==> src/rtl/decode_ctrl_stage_if.sv <==
// ID/EX control bundle produced by decode_ctrl_stage and consumed by the execute datapath.
// master = decode stage (drives), slave = execute stage (observes).
interface decode_ctrl_stage_if;
    logic       Valid_E;
    logic       RegWrite_E;
    logic       MemWrite_E;
    logic       Branch_E;
    logic       ALUSrc_b_E;
    logic       CSRWrite_E;
    logic       Is_MRET_E;
    logic       Is_ECALL_E;
    logic       Illegal_Instr_E;
    logic       MulDiv_E;
    logic [1:0] Jump_E;
    logic [1:0] ResultSrc_E;
    logic [1:0] ALUSrc_a_E;
    logic [3:0] ALU_Control_E;
    logic [2:0] MulDiv_Op_E;

    modport master (
        output Valid_E, RegWrite_E, MemWrite_E, Branch_E, ALUSrc_b_E, CSRWrite_E, Is_MRET_E,
               Is_ECALL_E, Illegal_Instr_E, MulDiv_E, Jump_E, ResultSrc_E, ALUSrc_a_E,
               ALU_Control_E, MulDiv_Op_E
    );

    modport slave (
        input Valid_E, RegWrite_E, MemWrite_E, Branch_E, ALUSrc_b_E, CSRWrite_E, Is_MRET_E,
              Is_ECALL_E, Illegal_Instr_E, MulDiv_E, Jump_E, ResultSrc_E, ALUSrc_a_E,
              ALU_Control_E, MulDiv_Op_E
    );
endinterface

==> src/rtl/decode_ctrl_stage.sv <==
// RV32 decode-control stage: decodes D, registers controls into ID/EX with stall/flush.
// Define RV32M_EN to decode MUL/DIV and sequence their multi-cycle E-stage occupancy.
module decode_ctrl_stage #(
    parameter int unsigned MUL_CYCLES = 2,
    parameter int unsigned DIV_CYCLES = 32
) (
    input  logic                       clk,
    input  logic                       rst,
    input  logic [31:0]                Instr_In_D,
    input  logic                       Valid_D,
    input  logic                       Stall_E,
    input  logic                       Flush_E,
    output logic [2:0]                 ImmSrc_D,
    output logic                       Stall_D,
    decode_ctrl_stage_if.master        ctrl_e
);
    typedef struct packed {
        logic       valid;
        logic       reg_write;
        logic       mem_write;
        logic       branch;
        logic       alu_src_b;
        logic       csr_write;
        logic       is_mret;
        logic       is_ecall;
        logic       illegal;
        logic       mul_div;
        logic [1:0] jump;
        logic [1:0] result_src;
        logic [1:0] alu_src_a;
        logic [3:0] alu_control;
        logic [2:0] mul_div_op;
    } ctrl_t;

    localparam logic [6:0] OpLui    = 7'b0110111;
    localparam logic [6:0] OpAuipc  = 7'b0010111;
    localparam logic [6:0] OpJal    = 7'b1101111;
    localparam logic [6:0] OpJalr   = 7'b1100111;
    localparam logic [6:0] OpBranch = 7'b1100011;
    localparam logic [6:0] OpLoad   = 7'b0000011;
    localparam logic [6:0] OpStore  = 7'b0100011;
    localparam logic [6:0] OpImm    = 7'b0010011;
    localparam logic [6:0] OpReg    = 7'b0110011;
    localparam logic [6:0] OpFence  = 7'b0001111;
    localparam logic [6:0] OpSystem = 7'b1110011;

    localparam logic [6:0] F7Alt = 7'b0100000;
    localparam logic [6:0] F7Mul = 7'b0000001;

    logic [6:0]  opcode, funct7;
    logic [2:0]  funct3;
    logic [4:0]  rs1, rd;
    logic [11:0] imm12;
    logic [2:0]  imm_src;
    logic        alt;
    ctrl_t       dec, ctrl_d, ctrl_q;

    assign opcode = Instr_In_D[6:0];
    assign rd     = Instr_In_D[11:7];
    assign funct3 = Instr_In_D[14:12];
    assign rs1    = Instr_In_D[19:15];
    assign funct7 = Instr_In_D[31:25];
    assign imm12  = Instr_In_D[31:20];

    always_comb begin
        dec       = '0;
        imm_src   = 3'b000;
        alt       = 1'b0;
        dec.valid = 1'b1;
        case (opcode)
            OpLui: begin
                dec.reg_write = 1'b1; dec.alu_src_b = 1'b1; dec.alu_src_a = 2'b10;
                imm_src = 3'b011;
            end
            OpAuipc: begin
                dec.reg_write = 1'b1; dec.alu_src_b = 1'b1; dec.alu_src_a = 2'b01;
                imm_src = 3'b011;
            end
            OpJal: begin
                dec.reg_write = 1'b1; dec.jump = 2'b01; dec.result_src = 2'b10;
                dec.alu_src_a = 2'b01; dec.alu_src_b = 1'b1; imm_src = 3'b100;
            end
            OpJalr: begin
                dec.reg_write = 1'b1; dec.jump = 2'b10; dec.result_src = 2'b10;
                dec.alu_src_b = 1'b1;
            end
            OpBranch: begin
                dec.branch = 1'b1; imm_src = 3'b010;
                case (funct3[2:1])
                    2'b10:   dec.alu_control = 4'b0101;
                    2'b11:   dec.alu_control = 4'b0110;
                    default: dec.alu_control = 4'b0001;
                endcase
            end
            OpLoad: begin
                dec.reg_write = 1'b1; dec.result_src = 2'b01; dec.alu_src_b = 1'b1;
            end
            OpStore: begin
                dec.mem_write = 1'b1; dec.alu_src_b = 1'b1; imm_src = 3'b001;
            end
            OpImm, OpReg: begin
                dec.reg_write = 1'b1;
                dec.alu_src_b = ~opcode[5];
                if (opcode[5]) begin
                    if (funct7 == F7Alt) begin
                        alt         = 1'b1;
                        dec.illegal = (funct3 != 3'b000) && (funct3 != 3'b101);
                    end else if (funct7 == F7Mul) begin
`ifdef RV32M_EN
                        dec.mul_div    = 1'b1;
                        dec.mul_div_op = funct3;
`else
                        dec.illegal    = 1'b1;
`endif
                    end else if (funct7 != 7'b0) begin
                        dec.illegal = 1'b1;
                    end
                end else if (funct3 == 3'b001) begin
                    dec.illegal = (funct7 != 7'b0);
                end else if (funct3 == 3'b101) begin
                    alt         = (funct7 == F7Alt);
                    dec.illegal = (funct7 != 7'b0) && !alt;
                end
                case (funct3)
                    3'b000:  dec.alu_control = alt ? 4'b0001 : 4'b0000;
                    3'b001:  dec.alu_control = 4'b0111;
                    3'b010:  dec.alu_control = 4'b0101;
                    3'b011:  dec.alu_control = 4'b0110;
                    3'b100:  dec.alu_control = 4'b0100;
                    3'b101:  dec.alu_control = alt ? 4'b1001 : 4'b1000;
                    3'b110:  dec.alu_control = 4'b0011;
                    default: dec.alu_control = 4'b0010;
                endcase
                if (dec.mul_div) dec.alu_control = 4'b0000;
            end
            OpFence: ;
            OpSystem: begin
                if (funct3 == 3'b000) begin
                    if (rs1 != 5'd0 || rd != 5'd0) dec.illegal = 1'b1;
                    else if (imm12 == 12'h000)      dec.is_ecall = 1'b1;
                    else if (imm12 == 12'h302)      dec.is_mret  = 1'b1;
                    else                            dec.illegal  = 1'b1;
                end else if (funct3 == 3'b100) begin
                    dec.illegal = 1'b1;
                end else begin
                    dec.reg_write   = 1'b1;
                    dec.result_src  = 2'b11;
                    dec.alu_control = 4'b1111;
                    // set/clear with a zero rs1/uimm field is a pure read
                    dec.csr_write   = !(funct3[1] && rs1 == 5'd0);
                    if (funct3[2]) begin
                        dec.alu_src_b = 1'b1;
                        imm_src       = 3'b101;
                    end
                end
            end
            default: dec.illegal = 1'b1;
        endcase
        if (dec.illegal) begin
            dec         = '0;
            dec.valid   = 1'b1;
            dec.illegal = 1'b1;
        end
        if (!Valid_D) dec = '0;
    end

    assign ImmSrc_D = imm_src;

`ifdef RV32M_EN
    typedef enum logic [0:0] {StIdle, StMdBusy} state_e;

    localparam logic [5:0] MulLast = 6'(MUL_CYCLES - 1);
    localparam logic [5:0] DivLast = 6'(DIV_CYCLES - 1);

    state_e     state_q, state_d;
    logic [5:0] cnt_q, cnt_d;

    always_ff @(posedge clk) begin
        if (rst) begin
            state_q <= StIdle;
            cnt_q   <= 6'd0;
        end else begin
            state_q <= state_d;
            cnt_q   <= cnt_d;
        end
    end

    always_comb begin
        ctrl_d  = ctrl_q;
        state_d = state_q;
        cnt_d   = cnt_q;
        if (Flush_E) begin
            ctrl_d  = '0;
            state_d = StIdle;
            cnt_d   = 6'd0;
        end else if (state_q == StMdBusy) begin
            // counts down even while Stall_E holds the E register
            cnt_d = cnt_q - 6'd1;
            if (cnt_q == 6'd1) state_d = StIdle;
        end else if (!Stall_E) begin
            ctrl_d = dec;
            if (dec.mul_div) begin
                cnt_d = dec.mul_div_op[2] ? DivLast : MulLast;
                if (cnt_d != 6'd0) state_d = StMdBusy;
            end
        end
    end

    assign Stall_D = (state_q == StMdBusy);
`else
    always_comb begin
        ctrl_d = ctrl_q;
        if (Flush_E)       ctrl_d = '0;
        else if (!Stall_E) ctrl_d = dec;
    end

    assign Stall_D = 1'b0;
`endif

    always_ff @(posedge clk) begin
        if (rst) ctrl_q <= '0;
        else     ctrl_q <= ctrl_d;
    end

    assign ctrl_e.Valid_E         = ctrl_q.valid;
    assign ctrl_e.RegWrite_E      = ctrl_q.reg_write;
    assign ctrl_e.MemWrite_E      = ctrl_q.mem_write;
    assign ctrl_e.Branch_E        = ctrl_q.branch;
    assign ctrl_e.ALUSrc_b_E      = ctrl_q.alu_src_b;
    assign ctrl_e.CSRWrite_E      = ctrl_q.csr_write;
    assign ctrl_e.Is_MRET_E       = ctrl_q.is_mret;
    assign ctrl_e.Is_ECALL_E      = ctrl_q.is_ecall;
    assign ctrl_e.Illegal_Instr_E = ctrl_q.illegal;
    assign ctrl_e.MulDiv_E        = ctrl_q.mul_div;
    assign ctrl_e.Jump_E          = ctrl_q.jump;
    assign ctrl_e.ResultSrc_E     = ctrl_q.result_src;
    assign ctrl_e.ALUSrc_a_E      = ctrl_q.alu_src_a;
    assign ctrl_e.ALU_Control_E   = ctrl_q.alu_control;
    assign ctrl_e.MulDiv_Op_E     = ctrl_q.mul_div_op;
endmodule

==> src/flat_wrapper.sv <==
// flat-port wrapper written by rule: the top's interface ports become plain ports
module decode_ctrl_stage_flat 
#(
    parameter int unsigned MUL_CYCLES = 2,
    parameter int unsigned DIV_CYCLES = 32
)
  (clk, rst, Instr_In_D, Valid_D, Stall_E, Flush_E, ImmSrc_D, Stall_D, ctrl_e_Valid_E, ctrl_e_RegWrite_E, ctrl_e_MemWrite_E, ctrl_e_Branch_E, ctrl_e_ALUSrc_b_E, ctrl_e_CSRWrite_E, ctrl_e_Is_MRET_E, ctrl_e_Is_ECALL_E, ctrl_e_Illegal_Instr_E, ctrl_e_MulDiv_E, ctrl_e_Jump_E, ctrl_e_ResultSrc_E, ctrl_e_ALUSrc_a_E, ctrl_e_ALU_Control_E, ctrl_e_MulDiv_Op_E);
  decode_ctrl_stage_if ctrl_e_i ();
  input  logic clk;
  input  logic rst;
  input  logic [31:0] Instr_In_D;
  input  logic Valid_D;
  input  logic Stall_E;
  input  logic Flush_E;
  output logic [2:0] ImmSrc_D;
  output logic Stall_D;
  output wire logic [$bits(ctrl_e_i.Valid_E)-1:0] ctrl_e_Valid_E;
  output wire logic [$bits(ctrl_e_i.RegWrite_E)-1:0] ctrl_e_RegWrite_E;
  output wire logic [$bits(ctrl_e_i.MemWrite_E)-1:0] ctrl_e_MemWrite_E;
  output wire logic [$bits(ctrl_e_i.Branch_E)-1:0] ctrl_e_Branch_E;
  output wire logic [$bits(ctrl_e_i.ALUSrc_b_E)-1:0] ctrl_e_ALUSrc_b_E;
  output wire logic [$bits(ctrl_e_i.CSRWrite_E)-1:0] ctrl_e_CSRWrite_E;
  output wire logic [$bits(ctrl_e_i.Is_MRET_E)-1:0] ctrl_e_Is_MRET_E;
  output wire logic [$bits(ctrl_e_i.Is_ECALL_E)-1:0] ctrl_e_Is_ECALL_E;
  output wire logic [$bits(ctrl_e_i.Illegal_Instr_E)-1:0] ctrl_e_Illegal_Instr_E;
  output wire logic [$bits(ctrl_e_i.MulDiv_E)-1:0] ctrl_e_MulDiv_E;
  output wire logic [$bits(ctrl_e_i.Jump_E)-1:0] ctrl_e_Jump_E;
  output wire logic [$bits(ctrl_e_i.ResultSrc_E)-1:0] ctrl_e_ResultSrc_E;
  output wire logic [$bits(ctrl_e_i.ALUSrc_a_E)-1:0] ctrl_e_ALUSrc_a_E;
  output wire logic [$bits(ctrl_e_i.ALU_Control_E)-1:0] ctrl_e_ALU_Control_E;
  output wire logic [$bits(ctrl_e_i.MulDiv_Op_E)-1:0] ctrl_e_MulDiv_Op_E;
  assign ctrl_e_Valid_E = ctrl_e_i.Valid_E;
  assign ctrl_e_RegWrite_E = ctrl_e_i.RegWrite_E;
  assign ctrl_e_MemWrite_E = ctrl_e_i.MemWrite_E;
  assign ctrl_e_Branch_E = ctrl_e_i.Branch_E;
  assign ctrl_e_ALUSrc_b_E = ctrl_e_i.ALUSrc_b_E;
  assign ctrl_e_CSRWrite_E = ctrl_e_i.CSRWrite_E;
  assign ctrl_e_Is_MRET_E = ctrl_e_i.Is_MRET_E;
  assign ctrl_e_Is_ECALL_E = ctrl_e_i.Is_ECALL_E;
  assign ctrl_e_Illegal_Instr_E = ctrl_e_i.Illegal_Instr_E;
  assign ctrl_e_MulDiv_E = ctrl_e_i.MulDiv_E;
  assign ctrl_e_Jump_E = ctrl_e_i.Jump_E;
  assign ctrl_e_ResultSrc_E = ctrl_e_i.ResultSrc_E;
  assign ctrl_e_ALUSrc_a_E = ctrl_e_i.ALUSrc_a_E;
  assign ctrl_e_ALU_Control_E = ctrl_e_i.ALU_Control_E;
  assign ctrl_e_MulDiv_Op_E = ctrl_e_i.MulDiv_Op_E;
  decode_ctrl_stage #(.MUL_CYCLES(MUL_CYCLES), .DIV_CYCLES(DIV_CYCLES)) u_core (.clk(clk), .rst(rst), .Instr_In_D(Instr_In_D), .Valid_D(Valid_D), .Stall_E(Stall_E), .Flush_E(Flush_E), .ImmSrc_D(ImmSrc_D), .Stall_D(Stall_D), .ctrl_e(ctrl_e_i));
endmodule
==> config.mk <==
export PLATFORM = sky130hd
export DESIGN_NAME = decode_ctrl_stage_flat
export DESIGN_NICKNAME = d
export VERILOG_FILES = /design/src/rtl/decode_ctrl_stage_if.sv /design/src/rtl/decode_ctrl_stage.sv /design/src/flat_wrapper.sv
export SDC_FILE = /design/constraint.sdc
export NUM_CORES = 1
export LEC_CHECK = 0
export CORE_MARGIN = 2
export CORE_UTILIZATION = 33
export CTS_CLUSTER_DIAMETER = 200
export DETAILED_ROUTE_END_ITERATION = 8
export GPL_TIMING_DRIVEN = 1
export PLACE_DENSITY = 0.78
export SYNTH_ARGS = -nofsm -noshare
export SYNTH_HDL_FRONTEND = slang
export SYNTH_SLANG_ARGS = --single-unit
==> constraint.sdc <==
create_clock -name clk -period 3.6 [get_ports clk]
set_clock_uncertainty 0.15 [all_clocks]
set_input_delay 0.36 -clock clk [delete_from_list [all_inputs] [get_ports clk]]
set_output_delay 0.36 -clock clk [all_outputs]
set_load 0.005 [all_outputs]
After elaboration in Yosys (flattened, before gate mapping)
Cells that the tools add are included.
- equality and inequality tests: 23
- multiplexer cells: 50
- bitwise gates (word level): 1
- reduce and logical (&&, ||, !) cells: 21
- operators by type and width (kind ; number):
    7-bit by 6-bit equality test with 1-bit output, second input constant ; 4
    7-bit equality test, second input constant ; 4
    4-bit case mux with 7 select lines ; 1
    1-bit 2-to-1 mux ; 26
    23-bit 2-to-1 mux ; 1
    22-bit 2-to-1 mux ; 1
    3-bit case mux with 5 select lines ; 1
    7-bit by 5-bit equality test with 1-bit output, second input constant ; 2
    12-bit by 10-bit equality test with 1-bit output, second input constant ; 1
    12-bit zero test ; 1
    2-bit 2-to-1 mux ; 6
    3-bit 2-to-1 mux ; 4
    4-bit case mux with 3 select lines ; 1
    5-bit nonzero test ; 2
    2-bit OR reduction ; 5
    3-bit equality test, second input constant ; 3
    4-bit 2-to-1 mux ; 2
    2-bit case mux with 2 select lines ; 2
    8-bit OR reduction ; 1
    7-bit by 1-bit equality test with 1-bit output, second input constant ; 1
    7-bit by 2-bit equality test with 1-bit output, second input constant ; 1
    7-bit by 4-bit equality test with 1-bit output, second input constant ; 1
    7-bit nonzero test ; 1
    7-bit OR reduction ; 1
    16 further kinds ; 22
- flip-flop bits (word level): 23
- output and inout port bits: 27

Longest topological paths before layout
- word-level depth: 10
- depth in mapped cells: 7
- mapped depth without buffers: 5

Least setup slack after synthesis
Ideal clock, no wire load.
- path kind: input-to-reg
- start: input port Instr_In_D[5]
- end: register u_core.ctrl_q (netlist bit u_core.ctrl_e.MemWrite_E)
- library setup time: 59 ps
- arrival: 1659 ps
- required time: 3391 ps
- slack: 1732 ps
- cell stages on the path: 7
- cells stage by stage: buf_4 > nor2_4 > a21oi_1 > o32a_1 > nor4_4 > buf_6 > a22o_1
- word-level cells in the longest chain between the ends: 5
- RTL lines (item ; line ; source):
    from (decl) ; flat_wrapper.sv:11 ; input logic [31:0] Instr_In_D;
    7-bit equality test, or another cell as far along ; decode_ctrl_stage.sv:70 ; case (opcode)
    8-bit OR reduction (no line) / 2-bit OR reduction (equally long branches) ; -- ;
    1-bit case mux with 3 select lines ; decode_ctrl_stage.sv:70 ;
    22-bit 2-to-1 mux (*) ; decode_ctrl_stage.sv:159 ; if (dec.illegal) begin
    23-bit 2-to-1 mux (*) ; decode_ctrl_stage.sv:164 ; if (!Valid_D) dec = '0;
    to (signal assigned) ; decode_ctrl_stage.sv:222 ; else ctrl_q <= ctrl_d;
    to (decl) ; decode_ctrl_stage.sv:56 ; ctrl_t dec, ctrl_d, ctrl_q;
Mark *: on every way between the ends. The rest lies on a longest branch, timed or not.
A chain may end at the register's enable or synchronous reset.

Final worst setup path
- start: input port Instr_In_D[2]
- end: output port ImmSrc_D[0]
- word-level cells in the longest chain between the ends: 3
- RTL lines (item ; line ; source):
    7-bit by 6-bit equality test with 1-bit output / 7-bit by 5-bit equality test with 1-bit output (equally long branches) ; decode_ctrl_stage.sv:70 ;
    2-bit OR reduction (no line) ; -- ;
    3-bit case mux with 5 select lines (*) ; decode_ctrl_stage.sv:70 ;
    to (decl) ; flat_wrapper.sv:15 ; output logic [2:0] ImmSrc_D;
Marks and branches as above.

==> flow_summary.ini <==
[status]
outcome = finished, final reports clean

[finish]
final_layout_size_suffix_gt1_frac = 0.09453
stdcell_area_mm2 = 0.001872
syn_to_final_growth_pct = 52.97
final_cells = 249
nNetsFinal = 239
seq_area_um2 = 380.4
fillers = 342
multi_input_area_um2 = 759.5
diodes = 0

[worst_setup_path]
start_kind = primary input
required_ns = 3.09
crit_path_end_kind = output port
critPathMaxFanout = 12
cp.arrival_ns = 2.46
rr_worst_depth = 4
critPathKind = in2out
ff2ff_setup_slack_ns = 2.51

[timing]
report.final.slew_viol_count = 0
hold_viol = 0
setup_ws_ns = 0.6310
finalCriticalPeriod_ns = 2.969
max_slew.worst_pin.slew_ns = 0.5419
slew-limit-headroom = 0.6360
period_share = 0.8247
max_freq_mhz = 336.8
setup_viol_count_final = 0
finalSetupTns_ns = 0
rsz0062_at_grt = no

[clock_network]
holdBufCountCts = 0
htreeDepth = 1
clock_tree.buffer_depth = 2
post_cts_resized = 0
clock-root-buffer = clkbuf_8
cts_inserted_buffers = 3
cts_sinks = 19
clk_latency_ns = 0.25
post-cts-setup-buffer-count = 0
clk_pin_slew_ns = 0.07
cts_tree = yes

[yosys]
synth_area_mm2 = 0.001224
yosysWarnings = 0
synth_cell_types = 49
syn_inst = 143
ys_seq_area_frac = 0.3108
synth-edff-count = 0
synthFlopType = dfxtp_1
syn_area_per_cell_um2 = 8.557
netlist.area_leader.share = 0.3108
synth_top_area_cell = dfxtp_1
synthTopCellsByArea = dfxtp_1 (31%), a22o_1 (8.6%), nor3_1 (4.5%)
ys_ff_latch = 19
async_flop_share = 0

[die]
num_io_pins = 64
die_h_um = 64.90
core_area_mm2 = 0.003606
start_util = 0.3393
dieArea_mm2 = 0.004211
fp-row-count = 22
die_x_um = 64.90

[detailed_routing]
vias = 1299
wl_met2_mm = 1.493
routed-wl-met3_um = 133
drt_wl_total_mm = 3.139
ant_nets = 0
firstDrtPassIters = 5
drtIter0Drc = 72
wl_met1_mm = 1.481
wl_per_cell_um = 12.61
top_layer = met4
routed_via_density = 5.217
remaining_drc_errors = 0

[global_route]
overflow = 0
grt_pass1_vias = 1167
gr-usage-all-layers = 0.1584
grt_antenna_before_repair = 0
grt_max_degree = 19
grt_pass1_wl_mm = 5.354

[placed_design]
hpwl_mm = 2.611
dp_cells = 245
io_buffers = 58
preCtsSetupSlack_ns = 0.6375
postPlaceCellArea_mm2 = 0.001826
finalWeightedCongestion = 0.8610

[job]
drv_cap = 0

[pwr]
ir_drop_mv = 0.1194
p_leak_nw = 0.6989
p_per_area_mw_per_mm2 = 241.7
power_mw = 0.4525

[worst_hold_path]
hp-class = reg2reg
hold_depth = 1
## cell type report
type / instances / share of cell area
timing repair buffer: 62 / 0.3262
clock buffer: 3 / 0.02206
sequential: 19 / 0.2032
multi-input combinational: 112 / 0.4057
clock inverter: 1 / 0.002674
tap: 48 / 0.03209
inverter: 4 / 0.008021
## power by group
group | switching (mW) | internal, mW | leakage (nW)
sequential | 0.000358 | 0.211 | 0.153
clock | 0.0673 | 0.0767 | 0.0255
combinational | 0.0433 | 0.0540 | 0.520
total | 0.111 | 0.342 | 0.699
## synth_stat cells, types with 2 or more instances
master    number
dfxtp_1       19
a22o_1        12
nand2_1       12
nor3_1        11
nor2_1         7
a21oi_1        6
buf_4          6
o21ai_0        5
a32o_1         4
inv_1          4
or3_1          4
a31oi_1        3
clkbuf_1       3
nand4_1        3
nor4_1         3
o22ai_1        3
and2_1         2
and2b_1        2
and3_1         2
buf_6          2
nand3_1        2
## flip-flops by register name, summed over array words and instances, names as in the netlist
signal / count
u_core.ctrl_e.ALU_Control_E: 4
u_core.ctrl_e.RegWrite_E: 1
u_core.ctrl_e.Illegal_Instr_E: 1
u_core.ctrl_e.CSRWrite_E: 1
u_core.ctrl_e.ResultSrc_E: 2
u_core.ctrl_e.MemWrite_E: 1
u_core.ctrl_e.Is_ECALL_E: 1
u_core.ctrl_e.Valid_E: 1
u_core.ctrl_e.ALUSrc_b_E: 1
u_core.ctrl_e.Is_MRET_E: 1
u_core.ctrl_e.Branch_E: 1
u_core.ctrl_e.Jump_E: 2
u_core.ctrl_e.ALUSrc_a_E: 2
## cells by family after synthesis
kind of cell / Yosys count / share of synthesized area
other: 1 / 0.003065
XOR/XNOR: 1 / 0.007159
AO/OA/AOI/OAI: 42 / 0.2669
flip-flops: 19 / 0.3108
buffers and inverters: 16 / 0.08077
AND/OR/NAND/NOR: 63 / 0.3231
multiplexers: 1 / 0.008180
## stage by stage
step	hold WS, ns	utilization
floorplan	0.2868	-
global placement	0.3100	0.5062
detailed placement	0.3028	0.5062
CTS	0.3197	0.5191
global route	0.3340	0.5191
finish	0.3237	0.5191
## layout by cell type, fill, tap and decap left out, drive strengths merged, types with 4 or more instances in the layout
master         netlist  routed
nor4                 5       5
nor3                11      11
a22o                12      12
dfxtp               19      19
a32o                 4       4
nor2                 8       8
inv                  4       4
a21oi                6       6
conb                 1       5
clkdlybuf4s50        0      58
buf                  9       4
nand2               12      12
or3                  4       4
o21ai                5       5
## path summary, 6_finish.rpt
path / start / end
setup / recovery: Instr_In_D[2] / ImmSrc_D[0]
hold / removal: u_core.ctrl_e.ALU_Control_E[3] / u_core.ctrl_e.ALU_Control_E[3]
setup reg to reg: u_core.ctrl_e.ALU_Control_E[0] / u_core.ctrl_e.ALU_Control_E[0]
hold reg to reg: u_core.ctrl_e.ALU_Control_E[3] / u_core.ctrl_e.ALU_Control_E[3]
## routing by layer
layer	track usage	up-vias
li1	-	662
met1	0.2138	598
met2	0.2642	37
met3	0.01389	2
met4	0.05319	0
met5	0	-
## worst max-delay path, cell delays in order
cell and delay [ns]:
clkdlybuf4s50_1 0.50, and4bb_2 0.48, nor4bb_1 0.35, o21ba_2 0.22, nand2_1 0.06, clkdlybuf4s50_1 0.49
Power figures use the tool's default switching activity.
